[src/rtl/pwm_multi_ch.sv]
// -----------------------------------------------------------------------------
// pwm_multi_ch
//   CH independent PWM channels sharing one prescaler tick. Each channel has
//   a shadow register set (written by the peripheral port) and an active set
//   (used by the counter). The active set reloads only at a period boundary,
//   so updates never produce runt pulses. Enable is not shadowed.
//
// Ports
//   CLK50M      system clock (rising edge)
//   RSTN        synchronous reset, active HIGH despite the name
//   wr_en       single-cycle register write strobe
//   wr_ch       target channel for period/duty/ctrl writes
//   wr_sel      0 = period, 1 = duty, 2 = ctrl {pol,center,en}, 3 = prescaler
//   wr_data     write data (prescaler uses [PW-1:0]; PW must not exceed CW)
//   pwm_out     registered PWM outputs, one per channel
//   period_irq  one-cycle pulse per channel in the cycle its counter returns to 0
// -----------------------------------------------------------------------------
module pwm_multi_ch #(
  parameter  int CH  = 4,
  parameter  int CW  = 16,
  parameter  int PW  = 8,
  localparam int CHW = (CH > 1) ? $clog2(CH) : 1
) (
  input  logic           CLK50M,
  input  logic           RSTN,
  input  logic           wr_en,
  input  logic [CHW-1:0] wr_ch,
  input  logic [1:0]     wr_sel,
  input  logic [CW-1:0]  wr_data,
  output logic [CH-1:0]  pwm_out,
  output logic [CH-1:0]  period_irq
);

  typedef enum logic [1:0] {
    SEL_PERIOD = 2'd0,
    SEL_DUTY   = 2'd1,
    SEL_CTRL   = 2'd2,
    SEL_PRESC  = 2'd3
  } sel_e;

  typedef enum logic {
    DIR_UP   = 1'b0,
    DIR_DOWN = 1'b1
  } dir_e;

  typedef struct packed {
    logic [CW-1:0] period;
    logic [CW-1:0] duty;
    logic          center;
    logic          pol;
  } cfg_t;

  sel_e          sel;
  logic [PW-1:0] pc_q, presc_q;
  logic          tick, presc_wr;

  cfg_t          shadow_q [CH];
  cfg_t          shadow_d [CH];
  cfg_t          active_q [CH];
  cfg_t          active_d [CH];
  logic [CW-1:0] cnt_q    [CH];
  logic [CW-1:0] cnt_d    [CH];
  dir_e          dir_q    [CH];
  dir_e          dir_d    [CH];
  logic [CH-1:0] en_q, en_d, run, at_end, bnd, pwm_d;

  assign sel      = sel_e'(wr_sel);
  assign tick     = (pc_q == presc_q);
  assign presc_wr = wr_en && (sel == SEL_PRESC);

  // Next-state logic for every channel. The output is computed from the
  // next counter/active values so that pwm_out lines up with the counter
  // register rather than trailing it by a cycle.
  always_comb begin
    for (int i = 0; i < CH; i++) begin
      // NOTE: every variable gets a default before any branch, so no path
      // leaves it unassigned and no latch is inferred.
      shadow_d[i] = shadow_q[i];
      en_d[i]     = en_q[i];
      active_d[i] = active_q[i];
      cnt_d[i]    = cnt_q[i];
      dir_d[i]    = dir_q[i];

      if (wr_en && (wr_ch == CHW'(i))) begin
        case (sel)
          SEL_PERIOD: shadow_d[i].period = wr_data;
          SEL_DUTY:   shadow_d[i].duty   = wr_data;
          SEL_CTRL: begin
            en_d[i]            = wr_data[0];
            shadow_d[i].center = wr_data[1];
            shadow_d[i].pol    = wr_data[2];
          end
          default: ;
        endcase
      end

      // A channel counts only if it was enabled and is not being disabled
      // on this edge; otherwise it sits at 0 and mirrors its shadow set.
      run[i] = en_q[i] & en_d[i];

      // "About to return to 0". In center mode period 1 goes 0,1,0,1 so the
      // peak itself is the last count of the period.
      if (active_q[i].center)
        at_end[i] = (active_q[i].period == '0)
                 || (dir_q[i] == DIR_DOWN && cnt_q[i] == CW'(1))
                 || (dir_q[i] == DIR_UP && active_q[i].period == CW'(1)
                     && cnt_q[i] == CW'(1));
      else
        at_end[i] = (cnt_q[i] == active_q[i].period);

      bnd[i] = run[i] & tick & at_end[i];

      // Reload uses shadow_d so a write on the boundary cycle wins.
      if (!run[i] || bnd[i]) begin
        cnt_d[i]    = '0;
        dir_d[i]    = DIR_UP;
        active_d[i] = shadow_d[i];
      end else if (tick) begin
        if (!active_q[i].center) begin
          cnt_d[i] = cnt_q[i] + CW'(1);
        end else if (dir_q[i] == DIR_DOWN) begin
          cnt_d[i] = cnt_q[i] - CW'(1);
        end else if (cnt_q[i] == active_q[i].period) begin
          dir_d[i] = DIR_DOWN;
          cnt_d[i] = cnt_q[i] - CW'(1);
        end else begin
          cnt_d[i] = cnt_q[i] + CW'(1);
        end
      end

      // duty 0 and duty > period need no special case: the counter never
      // exceeds period, so the compare saturates naturally.
      pwm_d[i] = en_d[i] ? ((cnt_d[i] < active_d[i].duty) ^ active_d[i].pol)
                         : shadow_d[i].pol;
    end
  end

  always_ff @(posedge CLK50M) begin
    if (RSTN) begin
      pc_q       <= '0;
      presc_q    <= '0;
      en_q       <= '0;
      pwm_out    <= '0;
      period_irq <= '0;
      // NOTE: these per-channel arrays are flop banks, not RAM, and must come
      // out of reset in a known state, so each entry is cleared explicitly.
      for (int i = 0; i < CH; i++) begin
        shadow_q[i] <= '0;
        active_q[i] <= '0;
        cnt_q[i]    <= '0;
        dir_q[i]    <= DIR_UP;
      end
    end else begin
      // NOTE: non-blocking assignments keep every register sampling the
      // pre-edge values, independent of statement order.
      if (presc_wr) begin
        presc_q <= wr_data[PW-1:0];
        pc_q    <= '0;
      end else begin
        pc_q <= tick ? '0 : pc_q + PW'(1);
      end
      en_q       <= en_d;
      pwm_out    <= pwm_d;
      period_irq <= bnd;
      for (int i = 0; i < CH; i++) begin
        shadow_q[i] <= shadow_d[i];
        active_q[i] <= active_d[i];
        cnt_q[i]    <= cnt_d[i];
        dir_q[i]    <= dir_d[i];
      end
    end
  end

endmodule

[config.mk]
export PLATFORM = sky130hd
export DESIGN_NAME = pwm_multi_ch
export DESIGN_NICKNAME = d
export VERILOG_FILES = /design/src/rtl/pwm_multi_ch.sv
export SDC_FILE = /design/constraint.sdc
export NUM_CORES = 1
export LEC_CHECK = 0
export BUFFER_PORTS_ARGS = -buffer_cell sky130_fd_sc_hd__buf_2
export CORE_MARGIN = 8
export CORE_UTILIZATION = 65
export CTS_CLUSTER_SIZE = 8
export DETAILED_ROUTE_END_ITERATION = 12
export MAX_ROUTING_LAYER = met4
export PLACE_DENSITY = 0.82
export SLEW_MARGIN = 10
export SYNTH_ARGS = -nofsm -noshare
export SYNTH_HDL_FRONTEND = slang
export SYNTH_SLANG_ARGS = --single-unit
[constraint.sdc]
create_clock -name CLK50M -period 9.9 [get_ports CLK50M]
set_input_delay 0 -clock CLK50M [delete_from_list [all_inputs] [get_ports CLK50M]]
set_output_delay 0 -clock CLK50M [all_outputs]
set_load 0.01 [all_outputs]
==> results.txt <==
----------------------------------------------------
[STA]
  Clock skew after layout ... approximately 17 ps
  Clock period minus worst slack ... 5125 ps
  Slew of the pin with the lowest slew margin ... approximately 1300 ps
  Relative max-transition margin ... 0.1571
  Number of failing setup endpoints in the final timing report ... 0
  Max Slew Vio Count ... 0
  RSZ-0062 raised after global routing ... false
  Period utilization ... 0.5177
  Post-Route Setup TNS ... 0 ps
  Max Freq ... roughly 200 MHz
  Hold violation total from the final report ... 0

[Clocking]
  Clock insertion delay at the later pin of the skew report ... ~560 ps
  H-tree lvl count ... 2
  Clk sinks ... between 300 and 400
  Number of buffers inserted during clock tree synthesis ... 51
  Clock tree from TritonCTS ... built
  Clock tree root buffer cell ... sky130_fd_sc_hd__clkbuf_16
  Count of buffers added by post-CTS timing repair for setup ... 0
  Clock transition at path regs ... around 50 ps
  Maximum root-to-sink buffer count ... 3
  Post-cts sizing count ... 0
  Number of buffers inserted by hold repair at cts ... 17

[Layout]
  N_diodes ... 0
  Area of all sequential standard cells ... approximately 0.0074 mm²
  Area growth syn-to-layout ... 9.028%
  Final core utilization ... 0.7138
  Area occupied by multi-input gates ... 0.009437 mm²
  Filler cells ... 1988
  Fraction of layout instances using a drive strength above 1 ... 0.06262
  Final standard cell area without fillers ... approximately 0.019 mm²
  Final #Nets ... 2107

[Power]
  Power consumption ... ~3.3 mW
  Reported leakage power ... 7.980 nW
  Part of the total power dissipated in sequential elements ... 0.463
  Sw Pwr ... about 0.8 mW
  Net switching share of the total power ... 0.2422
  Cell area power density ... 172.5 mW/mm²
  Cell internal power dissipation ... approximately 2.5 mW
  Share of total power in the clock network ... 0.455
  Max IR drop VDD ... roughly 0.12 mV
  Proportion of power drawn by combinational gates ... 0.082

[Global routing]
  Via count of the first global-routing pass ... 13970
  Overall global routing resource usage ... 0.2741
  Maximum number of pins on one net before global-route repair ... 131
  Initial antenna violation count ... 0
  Grt total ovfl ... 0
  Wire length of the first global-routing pass ... around 70000 µm

[Floorplan]
  Die Y-Extent ... approximately 180 µm
  Area of the core ... roughly 0.027 mm²
  I/O pin total ... 31
  Horizontal die dimension ... between 150 and 200 µm
  Site row count ... 60
  Die Footprint ... approximately 0.032 mm²
  Starting density of the core ... 0.6547

[Synth]
  Gate count after technology mapping ... 2051
  Warnings, synthesis ... 0
  Synthesized area ... around 0.017 mm²
  Syn nets ... around 2100
  Unique masters post-synth ... 65
  Sequential element share of the synthesized area ... 0.4222
  Flops & latches, synth ... 368
  Fraction of registers with async set/reset ... 0
  Synth Area per Inst ... approximately 8.5 µm²
  Post-synth EDFFs ... 0
  Synth Flop Type ... sky130_fd_sc_hd__dfxtp_1

[Worst setup path]
  Crit Path Class ... reg2reg
  Required time worst endpoint ... roughly 10000 ps
  Maximum fanout count along the critical path ... a little under 90
  Critical Path Start Type ... register
  Source of the worst register-to-register timing path ... pc_q[5]$_SDFF_PP0_
  Data arrival, critical path ... 5520 ps
  Endpoint class of the critical path ... register
  Timing startpoint of the critical path ... pc_q[5]$_SDFF_PP0_

[Placement]
  IO Port Bufs ... 30
  Final RePlAce weighted congestion ... ~0.94
  Estimated wirelength of the detail-placed design ... roughly 29000 µm
  Area after DPL ... roughly 0.018 mm²

[Run status]
  Outcome ... complete, no violations

[Detailed routing]
  Wire per inst ... ~19 µm
  Iteration count of the initial detailed-routing pass ... 5
  Final ANT Viol Nets ... 0
  Via/cell ratio ... between 6 and 7
  Post-Route WL ... 44480 µm
  Drt first-iter violations ... between 1000 and 1500
  Post-route DRC violation count ... 0
  Via count ... approximately 15000

[Run]
  Number of max-cap violations ... 0

[Min path]
  Source of the worst hold timing path ... wr_en
  Class of the tightest hold or removal check ... in2reg

----------------------------------------------------
## cell type report
type | instances | share of cell area
clock buffer | 51 | 0.06709
clock inverter | 3 | 0.001381
inverter | 21 | 0.004144
multi-input combinational | 1511 | 0.4961
sequential | 368 | 0.3873
tap | 341 | 0.02243
timing repair buffer | 58 | 0.02164
## through the flow
stage / instances / setup WS, ps / hold slack [ps]
final: 2353 / 4775 / 62.22
after global routing: 2353 / 4312 / 104.5
after CTS: 2353 / 4854 / 59.56
after detailed placement: 2282 / 4888 / 395.9
after global placement: 2282 / 5068 / 397.0
after floorplan: 2051 / 5908 / 166.7
## Yosys cell counts, drive strengths merged, types with 4 or more instances
| master | n | area (µm²) |
|---|---|---|
| dfxtp | 368 | 7367 |
| nor2 | 361 | 1355 |
| nand2 | 192 | 723.2 |
| clkbuf | 115 | 431.7 |
| mux2i | 113 | 1131 |
| o21ai | 103 | 515.5 |
| a21oi | 81 | 405.4 |
| ha | 73 | 913.4 |
| xnor2 | 70 | 613.1 |
| xor2 | 70 | 613.1 |
| nor4 | 51 | 337.8 |
| nor3 | 49 | 245.2 |
| a211oi | 46 | 345.3 |
| nand4 | 42 | 262.8 |
| buf | 36 | 175.2 |
| o22a | 35 | 306.5 |
| nand3 | 30 | 150.1 |
| inv | 21 | 78.83 |
| or3 | 20 | 125.1 |
| a21o | 16 | 120.1 |
| and3 | 16 | 100.1 |
| nand2b | 14 | 87.58 |
| nor3b | 11 | 82.58 |
| and4 | 8 | 70.07 |
| nor2b | 8 | 50.05 |
| nor4b | 8 | 70.07 |
| o21a | 8 | 60.06 |
| nand3b | 7 | 52.55 |
| or2 | 7 | 43.79 |
| or4 | 7 | 60.06 |
| a31oi | 6 | 37.54 |
| a41oi | 5 | 43.79 |
| o211ai | 5 | 37.54 |
| a211o | 4 | 35.03 |
| nand4b | 4 | 35.03 |
| o2111ai | 4 | 35.03 |
## logic make-up after synthesis
group | count (synthesis) | share of synthesized area
AOI/OAI and AO/OA | 342 | 0.1260
xor gates and xnor gates | 140 | 0.07028
adders and majority gates | 73 | 0.05235
buffers and inverters | 172 | 0.03930
DFF | 368 | 0.4222
muxes | 116 | 0.06676
and+or+nand+nor | 840 | 0.2231
## placed cells by master (no fill, tap or decap), types with 7 or more instances in the layout
cell,instances
sky130_fd_sc_hd__dlygate4sd3_1,17
sky130_fd_sc_hd__nand3_1,30
sky130_fd_sc_hd__a211oi_1,46
sky130_fd_sc_hd__o21ai_1,10
sky130_fd_sc_hd__clkbuf_16,51
sky130_fd_sc_hd__nor2b_1,8
sky130_fd_sc_hd__nand2b_1,14
sky130_fd_sc_hd__a21oi_1,81
sky130_fd_sc_hd__nand3b_1,7
sky130_fd_sc_hd__nor3b_1,11
sky130_fd_sc_hd__nand4_1,42
sky130_fd_sc_hd__nor4_1,47
sky130_fd_sc_hd__a21o_1,14
sky130_fd_sc_hd__o21ai_0,93
sky130_fd_sc_hd__ha_1,73
sky130_fd_sc_hd__nor2_1,357
sky130_fd_sc_hd__and4_1,8
sky130_fd_sc_hd__nor4b_1,8
sky130_fd_sc_hd__buf_4,11
sky130_fd_sc_hd__and3_1,16
sky130_fd_sc_hd__buf_2,29
sky130_fd_sc_hd__inv_1,21
sky130_fd_sc_hd__nor3_1,49
sky130_fd_sc_hd__or3_1,20
sky130_fd_sc_hd__xnor2_1,70
sky130_fd_sc_hd__or2_2,7
sky130_fd_sc_hd__nand2_1,191
sky130_fd_sc_hd__mux2i_1,113
sky130_fd_sc_hd__xor2_1,70
sky130_fd_sc_hd__o22a_1,35
sky130_fd_sc_hd__dfxtp_1,368
sky130_fd_sc_hd__o21a_1,8
## power groups by stage
stage	clock network [mW]	registers, mW	logic, mW
finish	1.49	1.52	0.270
CTS	1.51	1.52	0.265
detailed placement	0	1.55	0.256
floorplan	0	1.54	0.181
global placement	0	1.55	0.251
global route	1.56	1.52	0.291
## routing by layer
layer,GRT usage,part of all wire,vias up
met1,0.3379,0.43,6950
met5,-,0,-
met3,0.04133,0.060,119
li1,-,-,7042
met2,0.4406,0.46,498
met4,0.1240,0.043,0
## path summary, 6_finish.rpt
check / end / slack, ps / depth (start not counted)
worst min-delay path: presc_q[3]$_SDFFE_PP0P_ / 60 / 4
worst max-delay path: pwm_out[2]$_SDFF_PP0_ / 4770 / 15
worst min register to register: shadow_q[3][26]$_SDFF_PP0_ / 460 / 2
worst max register to register: pwm_out[2]$_SDFF_PP0_ / 4770 / 15
## worst max-delay path: stages, from the launching register on
cell and delay (ps):
sky130_fd_sc_hd__dfxtp_1 400, sky130_fd_sc_hd__xnor2_1 170, sky130_fd_sc_hd__nand4_1 230, sky130_fd_sc_hd__nor2_4 600, sky130_fd_sc_hd__buf_4 460, sky130_fd_sc_hd__a31o_2 220, sky130_fd_sc_hd__a21o_2 220, sky130_fd_sc_hd__buf_4 680
sky130_fd_sc_hd__o21ai_0 250, sky130_fd_sc_hd__ha_1 370, sky130_fd_sc_hd__nand4_1 140, sky130_fd_sc_hd__nor4_1 470, sky130_fd_sc_hd__a21boi_0 310, sky130_fd_sc_hd__nor3_1 70, sky130_fd_sc_hd__o211ai_1 210, sky130_fd_sc_hd__a41oi_1 140
## sequential cells by signal, indices dropped and copies added, names as in the netlist
| signal | cells |
|---|---|
| shadow_q | 136 |
| dir_q | 4 |
| period_irq | 4 |
| pwm_out | 4 |
| pc_q | 8 |
| active_q | 136 |
| en_q | 4 |
| cnt_q | 64 |
| presc_q | 8 |
Power figures use the tool's default switching activity.
